<file path="src/rtl/alu_writeback.sv">
// ALU writeback stage: commits accum/flags/regfile, skip squash, interrupt shadow stack.
// Optional WB_FORWARD_EN adds a one-deep register-operand bypass.
module alu_writeback #(
  parameter int ADDR_WIDTH   = 8,
  parameter int SHADOW_DEPTH = 4
) (
  input  logic                  clk,
  input  logic                  reset_n,
  input  logic                  in_valid,
  input  logic [ADDR_WIDTH-1:0] in_addr,
  input  logic [7:0]            result,
  input  logic                  accum_write,
  input  logic                  reg_write,
  input  logic                  z_write,
  input  logic                  zout,
  input  logic                  c_write,
  input  logic                  cout,
  input  logic                  skip,
  input  logic                  retint,
  input  logic                  int_enter,
  input  logic [ADDR_WIDTH-1:0] rd_addr,
  input  logic [7:0]            rf_rdata,
  output logic [7:0]            accum,
  output logic                  cin,
  output logic                  zflag,
  output logic                  rf_we,
  output logic [ADDR_WIDTH-1:0] rf_waddr,
  output logic [7:0]            rf_wdata,
  output logic                  squash,
  output logic [7:0]            regvalue,
  output logic                  shadow_err
);

  localparam int PW = $clog2(SHADOW_DEPTH) + 1;
  localparam int IW = (SHADOW_DEPTH > 1) ? $clog2(SHADOW_DEPTH) : 1;
  localparam logic [PW-1:0] FULL = PW'(SHADOW_DEPTH);
  localparam logic [PW-1:0] ONE  = PW'(1);

  localparam logic [0:0] IDLE  = 1'b0;
  localparam logic [0:0] ARMED = 1'b1;

  logic [0:0]    state;
  logic [PW-1:0] sp;
  logic [PW-1:0] sp_pop;
  logic [9:0]    stack [SHADOW_DEPTH];
  logic [9:0]    top;
  logic [IW-1:0] top_idx;
  logic [IW-1:0] push_idx;
  logic          commit;
  logic          pop_ok;
  logic          pop_err;
  logic          push_ok;
  logic          push_err;
  logic [7:0]    acc_n;
  logic          z_n;
  logic          c_n;

  // Commit/squash decode, next architectural state and stack pointer moves
  always_comb begin
    commit   = in_valid && (state == IDLE);
    squash   = in_valid && (state == ARMED);
    pop_ok   = commit && retint && (sp != '0);
    pop_err  = commit && retint && (sp == '0);
    sp_pop   = pop_ok ? sp - ONE : sp;
    push_ok  = int_enter && (sp_pop != FULL);
    push_err = int_enter && (sp_pop == FULL);
    top_idx  = IW'(sp - ONE);
    push_idx = IW'(sp_pop);
    top      = stack[top_idx];
    acc_n    = accum;
    z_n      = zflag;
    c_n      = cin;
    if (commit && accum_write) acc_n = result;
    if (commit && z_write)     z_n   = zout;
    if (commit && c_write)     c_n   = cout;
    if (pop_ok) begin
      acc_n = top[9:2];
      z_n   = top[1];
      c_n   = top[0];
    end
  end

  // Skip tracker: arm on a committed skip, disarm on the next real instruction
  always_ff @(posedge clk or negedge reset_n) begin
    if (!reset_n) begin
      state <= IDLE;
    end else begin
      case (state)
        IDLE:    if (commit && skip) state <= ARMED;
        ARMED:   if (in_valid)       state <= IDLE;
        default: state <= IDLE;
      endcase
    end
  end

  // Architectural state, register write port and shadow pointer
  always_ff @(posedge clk or negedge reset_n) begin
    if (!reset_n) begin
      accum      <= '0;
      zflag      <= 1'b0;
      cin        <= 1'b0;
      rf_we      <= 1'b0;
      rf_waddr   <= '0;
      rf_wdata   <= '0;
      sp         <= '0;
      shadow_err <= 1'b0;
    end else begin
      accum <= acc_n;
      zflag <= z_n;
      cin   <= c_n;
      rf_we <= commit && reg_write;
      if (commit && reg_write) begin
        rf_waddr <= in_addr;
        rf_wdata <= result;
      end
      sp <= push_ok ? sp_pop + ONE : sp_pop;
      if (pop_err || push_err) shadow_err <= 1'b1;
    end
  end

  // Shadow storage; the entry holds post-commit (or restored) context
  always_ff @(posedge clk) begin
    if (push_ok) stack[push_idx] <= {acc_n, z_n, c_n};
  end

`ifdef WB_FORWARD_EN
  // Bypass the write landing this cycle onto the dependent read
  always_comb begin
    regvalue = rf_rdata;
    if (rf_we && (rf_waddr == rd_addr)) regvalue = rf_wdata;
  end
`else
  // No bypass; a bubble separates dependent instructions
  always_comb begin
    regvalue = rf_rdata;
  end
`endif

endmodule
</file>
<file path="config.mk">
export PLATFORM = sky130hd
export DESIGN_NAME = alu_writeback
export DESIGN_NICKNAME = d
export VERILOG_FILES = /design/src/rtl/alu_writeback.sv
export SDC_FILE = /design/constraint.sdc
export NUM_CORES = 1
export LEC_CHECK = 0
export ABC_CLOCK_PERIOD_IN_PS = 3660
export BUFFER_PORTS_ARGS = -buffer_cell sky130_fd_sc_hd__buf_2
export CORE_MARGIN = 2
export CORE_UTILIZATION = 35
export CTS_CLUSTER_DIAMETER = 120
export DETAILED_ROUTE_END_ITERATION = 8
export GPL_ROUTABILITY_DRIVEN = 1
export GPL_TIMING_DRIVEN = 0
export PLACE_DENSITY_LB_ADDON = 0.2
export SYNTH_ARGS = -nofsm -noshare
export SYNTH_HDL_FRONTEND = slang
export SYNTH_SLANG_ARGS = --single-unit
</file>
<file path="constraint.sdc">
create_clock -name clk -period 3.66 [get_ports clk]
set_clock_uncertainty 0.1 [all_clocks]
set_input_delay 0.183 -clock clk [delete_from_list [all_inputs] [get_ports clk]]
set_output_delay 0.183 -clock clk [all_outputs]
set_load 0.1 [all_outputs]
</file>
==> results of run 1 <==
-- state kept, by name, summed over array words and instances, names as in the netlist --
register    count
rf_wdata        8
shadow_err      1
accum           8
state           1
rf_we           1
stack          40
zflag           1
sp              3
cin             1
rf_waddr        8
-- final cells by class --
class / count / area [um2] / share of cell area (%)
Clock buffer: 12 / 135 / 3.40
Timing Repair Buffer: 80 / 480 / 12.1
Sequential cell: 72 / 2000 / 50.4
Tap cell: 108 / 135 / 3.40
Clock inverter: 4 / 70.1 / 1.77
Buffer: 19 / 156 / 3.94
Multi-Input combinational cell: 101 / 967 / 24.4
Inverter: 6 / 22.5 / 0.567
-- metal layers --
layer	up-vias	share of wire, %	routed length [um]	GRT usage (%)
met1	952	48	2950	18.3
met2	57	47	2860	20.3
met4	0	0.88	54	6.32
li1	913	-	-	-
met3	4	4.6	281	2.91
met5	-	0	0	0
-- layout by cell type (no fill, tap or decap), drive strengths merged --
| master | count |
|---|---|
| nor4bb | 1 |
| ha | 2 |
| edfxtp | 40 |
| nor2b | 1 |
| buf | 82 |
| nor3b | 1 |
| nand3 | 7 |
| nand3b | 3 |
| mux2i | 13 |
| nand2b | 2 |
| a311o | 1 |
| o21bai | 1 |
| and2 | 1 |
| nand2 | 13 |
| o21ai | 11 |
| clkbuf | 13 |
| dlygate4sd3 | 16 |
| a2111oi | 1 |
| xnor2 | 2 |
| dfrtp | 32 |
| nor2 | 1 |
| bufinv | 2 |
| mux2 | 16 |
| a21oi | 4 |
| nand4 | 3 |
| and2b | 2 |
| xor2 | 2 |
| mux4 | 10 |
| nand4bb | 1 |
| or3 | 2 |
| inv | 6 |
| clkinv | 2 |
-- path summary, 6_finish.rpt --
path	slack, ps	to
worst max-delay path	360	stack[3][9]$_DFFE_PP_
worst min-delay path	30	rf_wdata[7]$_DFFE_PN0P_
worst max register to register	360	stack[3][9]$_DFFE_PP_
worst min register to register	370	shadow_err$_DFFE_PN0P_
max in group asynchronous	2590	rf_waddr[5]$_DFFE_PN0P_
min in group asynchronous	380	rf_wdata[5]$_DFFE_PN0P_
-- critical path, stage by stage, from the launching register on --
cell and delay [ps]:
sky130_fd_sc_hd__dfrtp_1 340, sky130_fd_sc_hd__buf_6 130, sky130_fd_sc_hd__buf_8 160, sky130_fd_sc_hd__inv_1 110, sky130_fd_sc_hd__ha_1 210, sky130_fd_sc_hd__ha_1 200, sky130_fd_sc_hd__nand4bb_1 170, sky130_fd_sc_hd__buf_2 190
sky130_fd_sc_hd__or3_1 320, sky130_fd_sc_hd__a21oi_1 980
-- through the flow --
stage | cell area (um2) | setup WS [ps] | hold slack (ps) | utilization, %
after global placement | 3600 | 399 | 214 | 41.3
after detailed placement | 3600 | 402 | 221 | 41.3
after CTS | 3970 | 356 | 12.8 | 45.5
final | 3970 | 361 | 25.5 | 45.5
after floorplan | 3150 | 964 | -213 | -
after global routing | 3970 | 172 | 14.6 | 45.5
-- power groups by stage --
stage / logic (mW) / clock network, mW / registers [mW]
floorplan: 0.700 / 0 / 1.94
detailed placement: 1.70 / 0 / 1.26
CTS: 1.72 / 0.674 / 1.25
global route: 1.81 / 0.725 / 1.27
finish: 1.71 / 0.664 / 1.24
global placement: 1.69 / 0 / 1.25
-- repair_timing --
| item | 4_1_cts | 5_1_grt |
|---|---|---|
| hold buffers | 16 | 0 |
| endpoints found under the hold margin | 47 | 0 |
| buffers inserted | 0 | 0 |
| setup endpoints to repair | 0 | 0 |
-- kinds of logic (layout without fill, tap and decap cells) --
| kind of cell | Yosys count | count (layout) | share of synthesized area, % |
|---|---|---|---|
| DFF | 72 | 72 | 63.6 |
| muxes | 39 | 39 | 18.6 |
| and+or+nand+nor | 38 | 38 | 7.00 |
| buffers and inverters | 25 | 121 | 5.68 |
| AOI/OAI and AO/OA | 18 | 18 | 3.26 |
| xor gates and xnor gates | 4 | 4 | 1.11 |
| adders and majority gates | 2 | 2 | 0.795 |
==> impl_metrics.toml, run 1 <==
[synthesis]
synth.top_cells.by_area = "sky130_fd_sc_hd__edfxtp_1 (38%), sky130_fd_sc_hd__dfrtp_1 (25%), sky130_fd_sc_hd__mux2_4 (4.3%)"
synth_top_area_share_pct = 38.2
ys_async_sr_fraction_pct = 44.4
syn-mean-instance-area_um2 = 15.9
synth_commonest_cells = "sky130_fd_sc_hd__edfxtp_1 (40), sky130_fd_sc_hd__dfrtp_1 (32), sky130_fd_sc_hd__mux2i_1 (13), sky130_fd_sc_hd__nand2_1 (12), sky130_fd_sc_hd__o21ai_1 (10)"
yosys_register_bits = 72
synth.net_count = 244
synth_most_common_cell = "sky130_fd_sc_hd__edfxtp_1"
synth_edf_count = 40
yosys_most_used_dff = "sky130_fd_sc_hd__edfxtp_1"
synthesis.instances = 198
yosys_warnings = 0
synthesis.area_um2 = 3150
sequential_area_share_after_synthesis_pct = 63.6
synth_cell_type_count = 37
yosys.area.top_type = "sky130_fd_sc_hd__edfxtp_1"

[die]
start_util_pct = 36.1
die_width_um = 98.8
dieHeight_um = 98.8
standard_cell_row_count = 34
floorplan.die_area_um2 = 9770
ioPinCount = 81
core-area_um2 = 8720

[final_layout]
insertedDiodeCount = 0
fin_nets = 335
fillCellCount = 756
layout.cells.non_filler = 402
layout-drive-gt1-share_pct = 41.2
flow.area_growth_from_synthesis_pct = 26.1

[run]
max-cap-violations = 0

[grt]
grt_antenna_before_repair = 0
globalRouteOverflowTotal = 0
via_count_of_the_first_global_routing_pass = 1931
first_pass_grt_wire_length_mm = 10.0
grt_max_degree = 33
groute.usage.overall_pct = 13.4

[setup_path]
setup.worst_path.end_class = "register"
reg2reg_from = "sp[0]$_DFF_PN0_"
timing.critical_path.from = "sp[0]$_DFF_PN0_"
critical_path_peak_fanout = 10
r2r.worst_path.cells = 9
worst_ep_arrival_time_ps = 3140
worstSetupPathType = "reg2reg"
required_ps = 3500
worst_setup_path_start_kind = "register"

[place]
cell_count_after_placement = 370
dp.final_hpwl_mm = 3.96
place.gp.congestion = 0.785
numPortBuffers = 64

[route]
avg_vias_per_cell = 4.79
detail_route.iter0.violations = 58
antenna_left = 0
drc_errors = 0
drtPass1Iterations = 5
wl_mm = 6.14
detailroute.via_count = 1926
avgRoutedWirePerCell_um = 15.3

[timing]
timing.final.max_slew_violations = 0
timing.final.hold_violations = 0
timing.final.crit_share_pct = 90.1
highest_achievable_clock_rate_ghz = 0.303
period_minus_slack_ps = 3300
worst_slew_pin_slew_ps = 1290
setup-violations-final = 0
maxSlewHeadroom_pct = 13.9
setup_tns_ps = 0
rsz0062_at_grt = "no"

[power]
switching_share_pct = 44.3
p_sw_mw = 1.60
p_int_mw = 2.01
clock_power_share_pct = 18.4
power.combinational.fraction_pct = 47.2
power-per-cell-area_nw_per_um2 = 910
leakage_nw = 1.73
post-layout-total-power_mw = 3.61
p_seq_share_pct = 34.4
peakVddDrop_mv = 0.332

[clock_network]
worstSkewPairLatency_ps = 330
cts_resized = 0
tritoncts_sinks = 72
cts_tree = "done"
cts_made_buffers = 9
htree_levels = 3
cts_clock_pin_slew_for_the_worst_setup_and_hold_paths_ps = 70
clock_tree.buffer_depth = 2
ctsRootBufferMaster = "sky130_fd_sc_hd__clkbuf_8"

[min_path]
worst_hold_path_type = "in2reg"
min-delay-start = "result[7]"
holdPathStages = 2

[status]
status = "finished clean"
No activity file was read; power rests on OpenSTA's default activity.
==> run 2, diff against run 1 <==
- ABC_AREA: not set -> 1
- CORE_ASPECT_RATIO: not set -> 1.1
==> run 2 against run 1 <==
  * Non-clock buffer count shrank 3
  * Final cell count increased by 26%
  * Synthesized cell count rose by 53%
  * Critical path depth grew 2
==> impl_metrics.toml, run 2 <==
[final_layout]
most-common-layout-cells = "sky130_fd_sc_hd__nand2_1 (101), sky130_fd_sc_hd__buf_2 (68), sky130_fd_sc_hd__edfxtp_1 (40), sky130_fd_sc_hd__dfrtp_1 (32), sky130_fd_sc_hd__inv_1 (21)"
fillCellCount = 838
most_frequent_standard_cell_in_the_layout_excluding_fill_and_tap_cells = "sky130_fd_sc_hd__nand2_1"
flow.area_growth_from_synthesis_pct = 27.1
fin_nets = 436
registers.top_by_ff_count = "stack"
layout-drive-gt1-share_pct = 26.6
insertedDiodeCount = 0
layout.cells.non_filler = 506
area_occupied_by_multi_input_gates_um2 = 838
largest_register_ffs = 40
layout.area.seq_um2 = 2000

[grt]
grt_antenna_before_repair = 0
grt_max_degree = 33
via_count_of_the_first_global_routing_pass = 2343
groute.usage.overall_pct = 16.1
first_pass_grt_wire_length_mm = 11.5
globalRouteOverflowTotal = 0

[place]
dp.final_hpwl_mm = 4.77
numPortBuffers = 64
cell_count_after_placement = 478
place.gp.congestion = 0.762

[power]
power-per-cell-area_nw_per_um2 = 1010
post-layout-total-power_mw = 3.92
leakage_nw = 1.83
peakVddDrop_mv = 0.504

[timing]
rsz0062_at_grt = "no"
worst_slew_pin_slew_ps = 1090
period_minus_slack_ps = 3260
setup-violations-final = 0
timing.final.hold_violations = 0
highest_achievable_clock_rate_ghz = 0.307
timing.final.max_slew_violations = 0
timing.final.crit_share_pct = 89.1
maxSlewHeadroom_pct = 27.1

[setup_path]
timing.critical_path.slowest_stage_cell = "sky130_fd_sc_hd__nor2_1"
worst_ep_arrival_time_ps = 3120
required_ps = 3520
worstSetupPathType = "reg2reg"
cpMostUsedCell = "sky130_fd_sc_hd__nand2_1"
critical_path_peak_fanout = 10
cpPeakStageDelay_ps = 820
setup.worst_path.end_class = "register"
path_cells = "inv_1 > buf_2 > ha_1 > ha_1 > inv_1 > nand4_2 > buf_4 > nand2_1 > nand2_1 > nand2_1 > nor2_1"
worst_setup_path_start_kind = "register"

[synthesis]
synth_commonest_cells = "sky130_fd_sc_hd__nand2_1 (101), sky130_fd_sc_hd__edfxtp_1 (40), sky130_fd_sc_hd__dfrtp_1 (32), sky130_fd_sc_hd__inv_1 (21), sky130_fd_sc_hd__o21ai_1 (18)"
synth_top_area_share_pct = 39.4
yosys_warnings = 0
yosys.area.top_type = "sky130_fd_sc_hd__edfxtp_1"
sequential_area_share_after_synthesis_pct = 65.7
synth.top_cells.by_area = "sky130_fd_sc_hd__edfxtp_1 (39%), sky130_fd_sc_hd__dfrtp_1 (26%), sky130_fd_sc_hd__nand2_1 (12%)"
ys_async_sr_fraction_pct = 44.4
yosys_register_bits = 72
yosys_most_used_dff = "sky130_fd_sc_hd__edfxtp_1"
synth_edf_count = 40
syn-mean-instance-area_um2 = 10.1
synth_cell_type_count = 24
synthesis.instances = 302
synthesis.area_um2 = 3050
synth_most_common_cell = "sky130_fd_sc_hd__nand2_1"
synth.net_count = 348

[clock_network]
cts_clock_pin_slew_for_the_worst_setup_and_hold_paths_ps = 80
ctsRootBufferMaster = "sky130_fd_sc_hd__clkbuf_8"
holdBufCountCts = 12
worstSkewPairLatency_ps = 340
tritoncts_sinks = 72
cts_resized = 0
cts_made_buffers = 9
htree_levels = 3
clock_tree.buffer_depth = 2
cts_tree = "done"
postCtsSetupBuffers = 0

[die]
start_util_pct = 36.2
core-area_um2 = 8410
standard_cell_row_count = 35
floorplan.die_area_um2 = 9470
ioPinCount = 81
dieHeight_um = 102
die_width_um = 93.0

[route]
detailroute.via_count = 2341
drtPass1Iterations = 4
antenna_left = 0
avg_vias_per_cell = 4.63
avgRoutedWirePerCell_um = 14.1
detail_route.iter0.violations = 166
drc_errors = 0
wl_mm = 7.14

[run]
max-cap-violations = 0

[min_path]
worst_hold_path_type = "in2reg"

[status]
status = "finished clean"
[run 2: changes by cell type after synthesis, moves of 9 or more]
cell,delta
sky130_fd_sc_hd__inv_1,+15
sky130_fd_sc_hd__mux2_4,-9
sky130_fd_sc_hd__mux2i_1,-13
sky130_fd_sc_hd__nand2_1,+89
sky130_fd_sc_hd__nor2_1,+15
sky130_fd_sc_hd__o21ai_0,+14
[run 2: cells by family (layout without fill, tap and decap cells)]
kind of cell,count (synthesis),after routing,synth area share (%)
adders and majority gates,2,2,0.821
and+or+nand+nor,142,142,19.3
DFF,72,72,65.7
buffers and inverters,44,137,6.94
AOI/OAI and AO/OA,42,42,7.27
[run 2: final cells by class]
cell class	instances	share of cell area [%]
buffer	19	3.04
tap	111	3.59
multi-input combinational	186	21.6
clock inverter	2	0.388
sequential	72	51.7
clock buffer	14	5.56
timing repair buffer	77	11.7
inverter	25	2.42
[run 2: metal layers]
layer	part of all wire [%]	GRT usage (%)	routed length, um	vias up
met5	0	0	0	-
met4	1.7	6.11	118	0
met3	5.6	3.83	397	9
met2	46	26.4	3310	79
met1	46	21.0	3320	1089
li1	-	-	-	1164
[run 2: critical path: cells and delay by family (launching register included)]
family	cells	cell delay (ps)
AND/OR/NAND/NOR	5	1220
adder cells (fa/ha/maj)	2	360
buffers and inverters	4	740
flip-flops	1	430
[run 2: through the flow]
step           setup slack (ps)  setup TNS (ps)  util [%]  hold WS [ps]  cell area (um2)
2_1_floorplan               930               0         -          -213             3050
3_3_place_gp               -143           -1430      41.7           202             3510
5_1_grt                     168               0      46.1          16.3             3870
3_5_place_dp                414               0      41.9           209             3520
6_report                    400               0      46.1          12.9             3870
4_1_cts                     385               0      46.1          2.37             3870
[run 2: where the power goes]
part / total (mW) / switching [mW] / leakage (nW) / internal (mW)
clock: 0.675 / 0.291 / 0.111 / 0.385
combinational: 1.96 / 1.59 / 0.956 / 0.370
sequential: 1.29 / 0.0980 / 0.763 / 1.19
[run 2: final timing paths]
kind | cells after the start | from | to | slack, ps
setup / recovery | 11 | sp[0]$_DFF_PN0_ | stack[2][6]$_DFFE_PP_ | 400
hold / removal | 3 | result[1] | rf_wdata[1]$_DFFE_PN0P_ | 10
setup reg to reg | 11 | sp[0]$_DFF_PN0_ | stack[2][6]$_DFFE_PP_ | 400
hold reg to reg | 2 | rf_waddr[0]$_DFFE_PN0P_ | rf_waddr[0]$_DFFE_PN0P_ | 380
max in group asynchronous | 2 | reset_n | rf_waddr[3]$_DFFE_PN0P_ | 2610
min in group asynchronous | 2 | reset_n | rf_waddr[0]$_DFFE_PN0P_ | 350
==> run 3, diff against run 2 <==
- PLACE_DENSITY_LB_ADDON: 0.2 -> not set
==> run 3 against run 2 <==
  * Largest cell class unchanged
  * Critical path depth stayed put
  * Largest power group unchanged
  * First-iteration DRC count decreased by 27%
  * Non-clock buffer count fell by 3
  * Total power shrank 2.3%
==> impl_metrics.toml, run 3 (same netlist as run 2, synthesis figures left out) <==
[status]
status = "finished clean"

[final_layout]
largest_register_ffs = 40
post_route_cell_area_um2 = 3800
fillCellCount = 828
layout.cells.non_filler = 503
most_frequent_standard_cell_in_the_layout_excluding_fill_and_tap_cells = "sky130_fd_sc_hd__nand2_1"
registers.top_by_ff_count = "stack"
layout-drive-gt1-share_pct = 26.0
fin_nets = 433
flow.area_growth_from_synthesis_pct = 24.7
most-common-layout-cells = "sky130_fd_sc_hd__nand2_1 (101), sky130_fd_sc_hd__buf_2 (68), sky130_fd_sc_hd__edfxtp_1 (40), sky130_fd_sc_hd__dfrtp_1 (32), sky130_fd_sc_hd__inv_1 (21)"
insertedDiodeCount = 0

[grt]
via_count_of_the_first_global_routing_pass = 2348
grt_max_degree = 33
first_pass_grt_wire_length_mm = 11.3
groute.usage.overall_pct = 15.4
grt_antenna_before_repair = 0
globalRouteOverflowTotal = 0

[clock_network]
tritoncts_sinks = 72
cts_made_buffers = 9
postCtsSetupBuffers = 0
clock_tree.buffer_depth = 2
holdBufCountCts = 10
cts_clock_pin_slew_for_the_worst_setup_and_hold_paths_ps = 70
ctsRootBufferMaster = "sky130_fd_sc_hd__clkbuf_8"
cts_tree = "done"
htree_levels = 3
worstSkewPairLatency_ps = 330
cts_resized = 0

[timing]
timing.final.max_slew_violations = 0
rsz0062_at_grt = "no"
highest_achievable_clock_rate_ghz = 0.313
setup-violations-final = 0
timing.final.crit_share_pct = 87.2
maxSlewHeadroom_pct = 28.0
whs_ps = 19.9
timing.final.hold_violations = 0
setup_tns_ps = 0
period_minus_slack_ps = 3190
worst_slew_pin_slew_ps = 1080

[route]
drtPass1Iterations = 4
detail_route.iter0.violations = 122
antenna_left = 0
avg_vias_per_cell = 4.75
detailroute.via_count = 2388
avgRoutedWirePerCell_um = 13.4
drc_errors = 0
wl_mm = 6.75

[die]
die_width_um = 93.0
core-area_um2 = 8410
start_util_pct = 36.2
ioPinCount = 81
dieHeight_um = 102
standard_cell_row_count = 35
floorplan.die_area_um2 = 9470

[place]
dpl_cell_area_um2 = 3510
cell_count_after_placement = 477
dp.final_hpwl_mm = 4.69
place.gp.congestion = 0.779
numPortBuffers = 64

[setup_path]
worst_ep_arrival_time_ps = 3040
cpMostUsedCell = "sky130_fd_sc_hd__nand2_1"
path_cells = "inv_1 > buf_2 > ha_1 > ha_1 > inv_1 > nand4_2 > buf_4 > nand2_1 > nand2_1 > nand2_1 > nor2_1"
critical_path_peak_fanout = 10
required_ps = 3510
setup.worst_path.end_class = "register"
timing.critical_path.slowest_stage_cell = "sky130_fd_sc_hd__nor2_1"
cpPeakStageDelay_ps = 810
critPathTopFamily = "simple AND/OR/NAND/NOR gates"
worst_setup_path_start_kind = "register"
critPathBufInv = 4
worstSetupPathType = "reg2reg"
worst-r2r-setup-slack_ps = 470

[power]
leakage_nw = 1.80
peakVddDrop_mv = 0.590
power-per-cell-area_nw_per_um2 = 1010

[min_path]
worst_hold_path_type = "in2reg"

[run]
max-cap-violations = 0
run 3: cell count changes in the layout (fill, tap and decap cells not counted), moves of 2 or more:
| cell | change |
|---|---|
| sky130_fd_sc_hd__clkbuf_1 | +2 |
| sky130_fd_sc_hd__clkbuf_16 | -2 |
| sky130_fd_sc_hd__clkbuf_8 | -3 |
| sky130_fd_sc_hd__clkinv_2 | +2 |
| sky130_fd_sc_hd__clkinv_4 | +2 |
| sky130_fd_sc_hd__clkinvlp_4 | -2 |
| sky130_fd_sc_hd__dlygate4sd3_1 | -2 |
run 3: worst paths after layout:
path | from | end | cells past startpoint
max in group asynchronous | reset_n | accum[3]$_DFF_PN0_ | 2
worst min register to register | rf_waddr[4]$_DFFE_PN0P_ | rf_waddr[4]$_DFFE_PN0P_ | 2
min in group asynchronous | reset_n | shadow_err$_DFFE_PN0P_ | 2
worst max register to register | sp[0]$_DFF_PN0_ | stack[2][4]$_DFFE_PP_ | 11
worst min-delay path | result[4] | rf_wdata[4]$_DFFE_PN0P_ | 3
worst max-delay path | sp[0]$_DFF_PN0_ | stack[2][4]$_DFFE_PP_ | 11
run 3: worst register-to-register path, stage by stage (launching register included):
cell,delay [ps]
sky130_fd_sc_hd__dfrtp_1,430
sky130_fd_sc_hd__inv_1,150
sky130_fd_sc_hd__buf_2,280
sky130_fd_sc_hd__ha_1,190
sky130_fd_sc_hd__ha_1,150
sky130_fd_sc_hd__inv_1,90
sky130_fd_sc_hd__nand4_2,130
sky130_fd_sc_hd__buf_4,210
sky130_fd_sc_hd__nand2_1,70
sky130_fd_sc_hd__nand2_1,110
sky130_fd_sc_hd__nand2_1,80
sky130_fd_sc_hd__nor2_1,810
run 3: power breakdown:
group | total, mW | leakage [nW] | internal, mW | switching, mW
Sequential | 1.29 | 0.763 | 1.19 | 0.101
Clock | 0.599 | 0.0973 | 0.316 | 0.283
Combinational | 1.94 | 0.941 | 0.362 | 1.58
run 3: routing by layer:
metal,wire (um),global-route usage [%]
met1,2990,19.0
met5,0,0
met3,423,3.98
met2,3270,26.9
met4,69,4.75
run 3: final cells by class:
cell class / count / area, um2 / area share, %
Tap cell: 111 / 139 / 3.65
Buffer: 19 / 118 / 3.10
Multi-Input combinational cell: 186 / 838 / 22.1
Clock inverter: 5 / 57.6 / 1.51
Timing Repair Buffer: 74 / 420 / 11.1
Sequential cell: 72 / 2000 / 52.7
Clock buffer: 11 / 131 / 3.46
Inverter: 25 / 93.8 / 2.47
run 3: metrics by stage:
step | util, % | power [mW] | setup slack, ps
5_1_grt | 45.2 | 4.06 | 222
3_3_place_gp | 41.7 | 3.21 | 4.48
4_1_cts | 45.2 | 3.85 | 436
6_report | 45.2 | 3.83 | 468
3_5_place_dp | 41.8 | 3.24 | 471
2_1_floorplan | - | 2.83 | 930
